## config.mk

```make
export PLATFORM = sky130hd
export DESIGN_NAME = temp_sense_poll
export DESIGN_NICKNAME = d
export VERILOG_FILES = /design/src/rtl/temp_sense_poll_pkg.sv /design/src/rtl/temp_sense_poll_tick.sv /design/src/rtl/temp_sense_poll.sv
export SDC_FILE = /design/constraint.sdc
export NUM_CORES = 1
export LEC_CHECK = 0
export CAP_MARGIN = 20
export CORE_UTILIZATION = 32
export CTS_CLUSTER_DIAMETER = 50
export DETAILED_ROUTE_END_ITERATION = 8
export PLACE_DENSITY = 0.54
export SLEW_MARGIN = 20
export SYNTH_ARGS = -nofsm -noshare
export SYNTH_HDL_FRONTEND = slang
export SYNTH_SLANG_ARGS = --single-unit
export TNS_END_PERCENT = 10
```

## constraint.sdc

```tcl
create_clock -name sysclk -period 2.2 [get_ports sysclk]
set_clock_uncertainty 0.05 [all_clocks]
set_input_delay 0.33 -clock sysclk [delete_from_list [all_inputs] [get_ports sysclk]]
set_output_delay 0.33 -clock sysclk [all_outputs]
set_load 0.03 [all_outputs]
```

## src/rtl/temp_sense_poll_pkg.sv

```systemverilog
// Shared types and constants for the two-sensor temperature poller.
// Latency: n/a (declarations only).
// Backpressure: n/a.
package temp_sense_poll_pkg;

    typedef enum logic [2:0] {
        IDLE,
        START,
        ADDR,
        ACK_A,
        READ,
        MNACK,
        STOP,
        NEXT
    } state_t;

    localparam int         PHASE_W   = 2;
    localparam logic       RD_BIT    = 1'b1;
    localparam logic [7:0] NACK_FILL = 8'hFF;

endpackage

```

## src/rtl/temp_sense_poll_tick.sv

```systemverilog
// tick_div: free-running 0..DIV-1 counter, one-cycle tick on the wrap count.
// Latency: tick is combinational from the count register (first tick DIV-1 cycles after reset).
// Backpressure: none; free-running.
module tick_div #(
    parameter int           W   = 8,
    parameter logic [W-1:0] DIV = W'(4)
) (
    input  logic sysclk,
    input  logic reset,
    output logic tick
);

    localparam logic [W-1:0] LAST = DIV - 1'b1;

    logic [W-1:0] cnt;

    assign tick = (cnt == LAST);

    always_ff @(posedge sysclk or negedge reset) begin
        if (!reset) begin
            cnt <= '0;
        end else if (tick) begin
            cnt <= '0;
        end else begin
            cnt <= cnt + 1'b1;
        end
    end

endmodule

```

## src/rtl/temp_sense_poll.sv

```systemverilog
// Autonomous two-wire master polling one byte from each of two sensors; optional TEMP_OVERTEMP_EN adds overtemp.
// Latency: 80 qticks per sensor, results latched at STOP completion; bus outputs registered (1 cycle).
// Backpressure: none; poll wraps seen while busy are dropped, not queued.
module temp_sense_poll
    import temp_sense_poll_pkg::*;
#(
    parameter int          CLK_DIV     = 123,
    parameter logic [23:0] POLL_PERIOD = 24'd4915200,
    parameter logic [6:0]  ADDR0       = 7'h48,
    parameter logic [6:0]  ADDR1       = 7'h49
`ifdef TEMP_OVERTEMP_EN
    ,
    parameter logic [7:0]  OT_LIMIT    = 8'd80
`endif
) (
    input  logic        sysclk,
    input  logic        reset,
    output logic        scl,
    input  logic        sda_in,
    output logic        sda_oe,
    output logic [15:0] temp_sense,
    output logic        temp_valid,
    output logic [1:0]  temp_err,
    output logic        overtemp
);

    localparam int QDIV_W = $clog2(CLK_DIV + 1);

    state_t               state, state_nxt;
    logic [PHASE_W-1:0]   q;
    logic [2:0]           bit_cnt;
    logic                 sensor;
    logic [7:0]           shreg;
    logic                 nack;
    logic                 qtick, poll_tick;
    logic                 scl_c, sda_c;
    logic                 phase_end, sample, bit_clk;
    logic [7:0]           rd_byte;

    tick_div #(.W(QDIV_W), .DIV(QDIV_W'(CLK_DIV))) u_qdiv (
        .sysclk (sysclk),
        .reset  (reset),
        .tick   (qtick)
    );

    tick_div #(.W(24), .DIV(POLL_PERIOD)) u_poll (
        .sysclk (sysclk),
        .reset  (reset),
        .tick   (poll_tick)
    );

    assign phase_end = qtick && (q == 2'd3);
    assign sample    = qtick && (q == 2'd2);
    assign bit_clk   = (q == 2'd1) || (q == 2'd2);
    assign rd_byte   = nack ? NACK_FILL : shreg;

    always_ff @(posedge sysclk or negedge reset) begin
        if (!reset) begin
            state <= IDLE;
        end else begin
            state <= state_nxt;
        end
    end

    always_comb begin
        state_nxt = state;
        scl_c     = 1'b1;
        sda_c     = 1'b0;
        case (state)
            IDLE: begin
                if (poll_tick) state_nxt = START;
            end
            START: begin
                scl_c = (q != 2'd3);
                sda_c = (q != 2'd0);
                if (phase_end) state_nxt = ADDR;
            end
            ADDR: begin
                scl_c = bit_clk;
                sda_c = ~shreg[7];
                if (phase_end && bit_cnt == 3'd7) state_nxt = ACK_A;
            end
            ACK_A: begin
                scl_c = bit_clk;
                if (phase_end) state_nxt = nack ? STOP : READ;
            end
            READ: begin
                scl_c = bit_clk;
                if (phase_end && bit_cnt == 3'd7) state_nxt = MNACK;
            end
            MNACK: begin
                scl_c = bit_clk;
                if (phase_end) state_nxt = STOP;
            end
            STOP: begin
                scl_c = (q != 2'd0);
                sda_c = (q != 2'd3);
                if (phase_end) state_nxt = NEXT;
            end
            NEXT: begin
                state_nxt = sensor ? IDLE : START;
            end
            default: state_nxt = IDLE;
        endcase
    end

    always_ff @(posedge sysclk or negedge reset) begin
        if (!reset) begin
            scl        <= 1'b1;
            sda_oe     <= 1'b0;
            q          <= '0;
            bit_cnt    <= '0;
            sensor     <= 1'b0;
            shreg      <= '0;
            nack       <= 1'b0;
            temp_sense <= '0;
            temp_valid <= 1'b0;
            temp_err   <= '0;
        end else begin
            scl    <= scl_c;
            sda_oe <= sda_c;
            // Quarter index only runs inside bus phases so every phase starts at q0.
            if (state == IDLE || state == NEXT) begin
                q <= '0;
            end else if (qtick) begin
                q <= q + 1'b1;
            end
            case (state)
                IDLE: sensor <= 1'b0;
                START: begin
                    if (phase_end) begin
                        shreg   <= {sensor ? ADDR1 : ADDR0, RD_BIT};
                        bit_cnt <= '0;
                        nack    <= 1'b0;
                    end
                end
                ADDR: begin
                    if (phase_end) begin
                        shreg   <= {shreg[6:0], 1'b0};
                        bit_cnt <= bit_cnt + 1'b1;
                    end
                end
                ACK_A: begin
                    if (sample) nack <= sda_in;
                end
                READ: begin
                    if (sample) shreg <= {shreg[6:0], sda_in};
                    if (phase_end) bit_cnt <= bit_cnt + 1'b1;
                end
                STOP: begin
                    if (phase_end) begin
                        if (sensor) begin
                            temp_sense[15:8] <= rd_byte;
                            temp_valid       <= 1'b1;
                        end else begin
                            temp_sense[7:0]  <= rd_byte;
                        end
                        temp_err[sensor] <= nack;
                    end
                end
                NEXT: sensor <= 1'b1;
                default: ;
            endcase
        end
    end

`ifdef TEMP_OVERTEMP_EN
    logic ot_q;

    always_ff @(posedge sysclk or negedge reset) begin
        if (!reset) begin
            ot_q <= 1'b0;
        end else if (state == STOP && phase_end && !nack && shreg >= OT_LIMIT) begin
            ot_q <= 1'b1;
        end
    end

    assign overtemp = ot_q;
`else
    assign overtemp = 1'b0;
`endif

endmodule

```

==> key figures <==
Die
  • Die W: between 100 and 150 um
  • Num rows: 37
  • Starting Density: 33.08%
  • Die Span Y: ~110 um
  • DIE AREA: 11,140 um^2
  • Core Box Area: 10,370 um^2
  • # IOs: 25

STA
  • Setup TNS: 0 ns
  • Slew Limit Fails: 0
  • Fin crit share: 93.10%
  • Unrepaired setup endpoints after global routing: false
  • Rel. slew slack: between 60 and 70%
  • Final Setup Violations: 0
  • Actual slew at the worst max-slew pin: around 0.54 ns
  • Min Hold Slack: 0.4225 ns
  • Final worst path period need: 2.048 ns
  • Hold Fails Final Rpt: 0
  • Fmax: 488.3 MHz

Setup path
  • R2r setup slk: 0.15 ns
  • Endpoint type of the worst setup path: flop
  • CP Class: reg -> reg
  • WP data arrival: 2.24 ns
  • Crit Reg-Reg Startpoint: u_qdiv.cnt[0]$_DFF_PN0_
  • Worst R2R Path Depth: 6
  • R2r endpoint: temp_sense[11]$_DFFE_PN0P_
  • Worst-path maximum fanout: 10
  • Startpoint types: flop
  • Setup crit end: temp_sense[11]$_DFFE_PN0P_
  • CP required: 2.40 ns
  • Critical Path Start: u_qdiv.cnt[0]$_DFF_PN0_

Cells and area
  • Post-layout util: 39.37%
  • Post-Layout Inst Area: 4083 um^2
  • Share of layout cells above drive strength 1: 19.55%
  • Fill count: about 1,000
  • Final #Nets: 359
  • Area growth syn-to-layout: 19.00%
  • ANT cells: 0
  • Non-Filler Instances: slightly below 500
  • Seq. cell area: around 1800 um^2
  • Area taken by multi-input logic gates: roughly 1600 um^2

Clock tree
  • Root Buffer: clkbuf_8
  • CTS Buf Count: 9
  • Clk_lat worst skew: 0.35 ns
  • Number of buffers on the longest clock path: 2
  • CTS sink count: 70
  • # resized after CTS: 0
  • Worst-path clk slew: 0.09 ns
  • CTS tree: yes
  • H-tree depth: 3

Place
  • GP Congestion: between 0.7 and 0.8
  • # port buffers: 23
  • Dpl hpwl: 4483 um
  • Inst Count DP: 472
  • Placed instance area: 3886 um^2

GRT
  • Largest net degree at the start of global routing: 71
  • Vias in the first global route: 2,348
  • Global-route wire length before repair: between 10,000 and 15,000 um
  • GRT overflow: 0
  • Antenna violations before repair: 0
  • GRT Resource Usage Total: 12.82%

Job
  • Total of max-cap violations: 0

Synth
  • Ys async rst share: 100.0%
  • Seq cells post-synth: 70
  • Post-Syn Instances: 310
  • Post-Synth XOR/XNOR Area: 5.616%
  • Post-Syn Nets: 321
  • Area contributors post-synth: dfrtp_1 (50%), mux2_2 (5.3%), xnor2_1 (4.3%)
  • Sequential area share after synthesis: 51.09%
  • Post-synth EDFFs: 0
  • Post-synth top cells: dfrtp_1 (69), nor2_1 (26), nand2_1 (25)
  • Area share of fa/ha/maj cells after synthesis: 3.209%
  • Synth Area in Compound Gates: 6.200%
  • Simple logic cell fraction of the synthesized area: 18.13%
  • Largest area contributor in the netlist: dfrtp_1
  • Ys Warns: 0
  • Multiplexer share of the synthesized area: around 12%
  • Main synth FF type: dfrtp_1
  • Synth cell types: 50
  • Synthesized cell area: roughly 3400 um^2
  • Syn Area/Cell: 11.07 um^2
  • Largest family of logic cells by synthesized area: simple AND/OR/NAND/NOR gates
  • Count leader, synth: dfrtp_1
  • Post-synth top area share: 50.33%

Outcome
  • Status: finished clean

Detailed routing
  • Final WL: 6390 um
  • Initial DRC Count: 64
  • Drt pass-1 iters: 4
  • Via Count: 2,357
  • Wire per inst: around 13 um
  • Detail Route Antenna Nets: 0
  • DRC: 0
  • Vias/cell: 4.820

Pwr
  • Pwr dens: around 570 nW/um^2
  • VDD IR max: 0.3338 mV
  • Lkg Pwr: 0.001769 uW

Worst hold path
  • Min-delay worst type: reg -> reg
==> kinds of logic (layout without fill, tap and decap cells) <==
family | after synthesis | count (layout)
compound gates | 33 | 33
fa+ha+maj | 9 | 9
other cells | 1 | 1
mux | 35 | 35
simple gates | 113 | 113
flops | 70 | 70
buf+inv | 27 | 70
xor+xnor | 22 | 22
==> placed cells by master, fill, tap and decap left out, types with 9 or more instances in the layout <==
cell type / n
inv_1: 15
nand2_1: 25
nand3_1: 15
nor2_1: 26
mux2_2: 16
xnor2_1: 17
nand4_1: 9
mux2i_1: 10
clkbuf_8: 9
dfrtp_1: 69
o21ai_0: 11
buf_4: 14
mux2_4: 9
clkdlybuf4s50_1: 22
==> state kept, by name (all words and copies together) (netlist names) <==
register / flops
sensor: 1
u_qdiv.cnt: 7
sda_oe: 1
shreg: 8
bit_cnt: 3
scl: 1
nack: 1
temp_err: 2
q: 2
temp_sense: 16
u_poll.cnt: 24
state: 3
temp_valid: 1
==> worst min path at each step <==
stage	start	endpoint	slack [ns]	cells after the start
after floorplan	reset	bit_cnt[0]$_DFFE_PN0P_	-0.02	0
after global placement	reset	q[0]$_DFFE_PN0P_	0.34	2
after detailed placement	reset	q[1]$_DFFE_PN0P_	0.34	2
after CTS	temp_valid$_DFFE_PN0P_	temp_valid$_DFFE_PN0P_	0.43	1
after global routing	u_poll.cnt[12]$_DFF_PN0_	u_poll.cnt[12]$_DFF_PN0_	0.45	1
final	temp_valid$_DFFE_PN0P_	temp_valid$_DFFE_PN0P_	0.42	1
==> per-stage QoR <==
stage / setup slack [ns] / total power [uW]
after floorplan: 0.1805 / 1315
after global placement: 0.1845 / 1348
after detailed placement: 0.1333 / 1348
after CTS: 0.1480 / 2360
after global routing: 0.09228 / 2411
final: 0.1519 / 2313
==> per-layer routing <==
| layer | share of wire, % | track usage, % | vias up |
|---|---|---|---|
| met5 | 0 | 0 | - |
| met4 | 1.4 | 3.869 | 0 |
| met3 | 3.4 | 3.401 | 11 |
| met2 | 47 | 20.63 | 38 |
| met1 | 48 | 16.89 | 1147 |
| li1 | - | - | 1161 |
==> worst max-delay path, cell delays in order (launching register included) <==
cell and delay [ns]:
dfrtp_1 0.41, inv_1 0.07, ha_1 0.17, and3b_1 0.27, nand3_4 0.09, or4_4 0.56
mux2_4 0.34
==> power breakdown <==
group          switching (uW)  internal (uW)
logic                    28.1           7.14
registers                   0           1290
clock network             560            432
==> layout make-up <==
cell class              instances  area share (%)
flip-flops and latches         70           42.94
multi-input cells             213           38.12
repair buffers                 39           8.826
well taps                     136           4.168
clock buffers                   9           3.034
clock inverters                 7           1.532
inverters                      15           1.379
==> timing repair <==
| action | 4_1_cts | 5_1_grt |
|---|---|---|
| endpoints found under the hold margin | 69 | 0 |
| hold buffers | 1 | 0 |
| buffers inserted | 0 | 0 |
(Power assumes the default switching activity.)
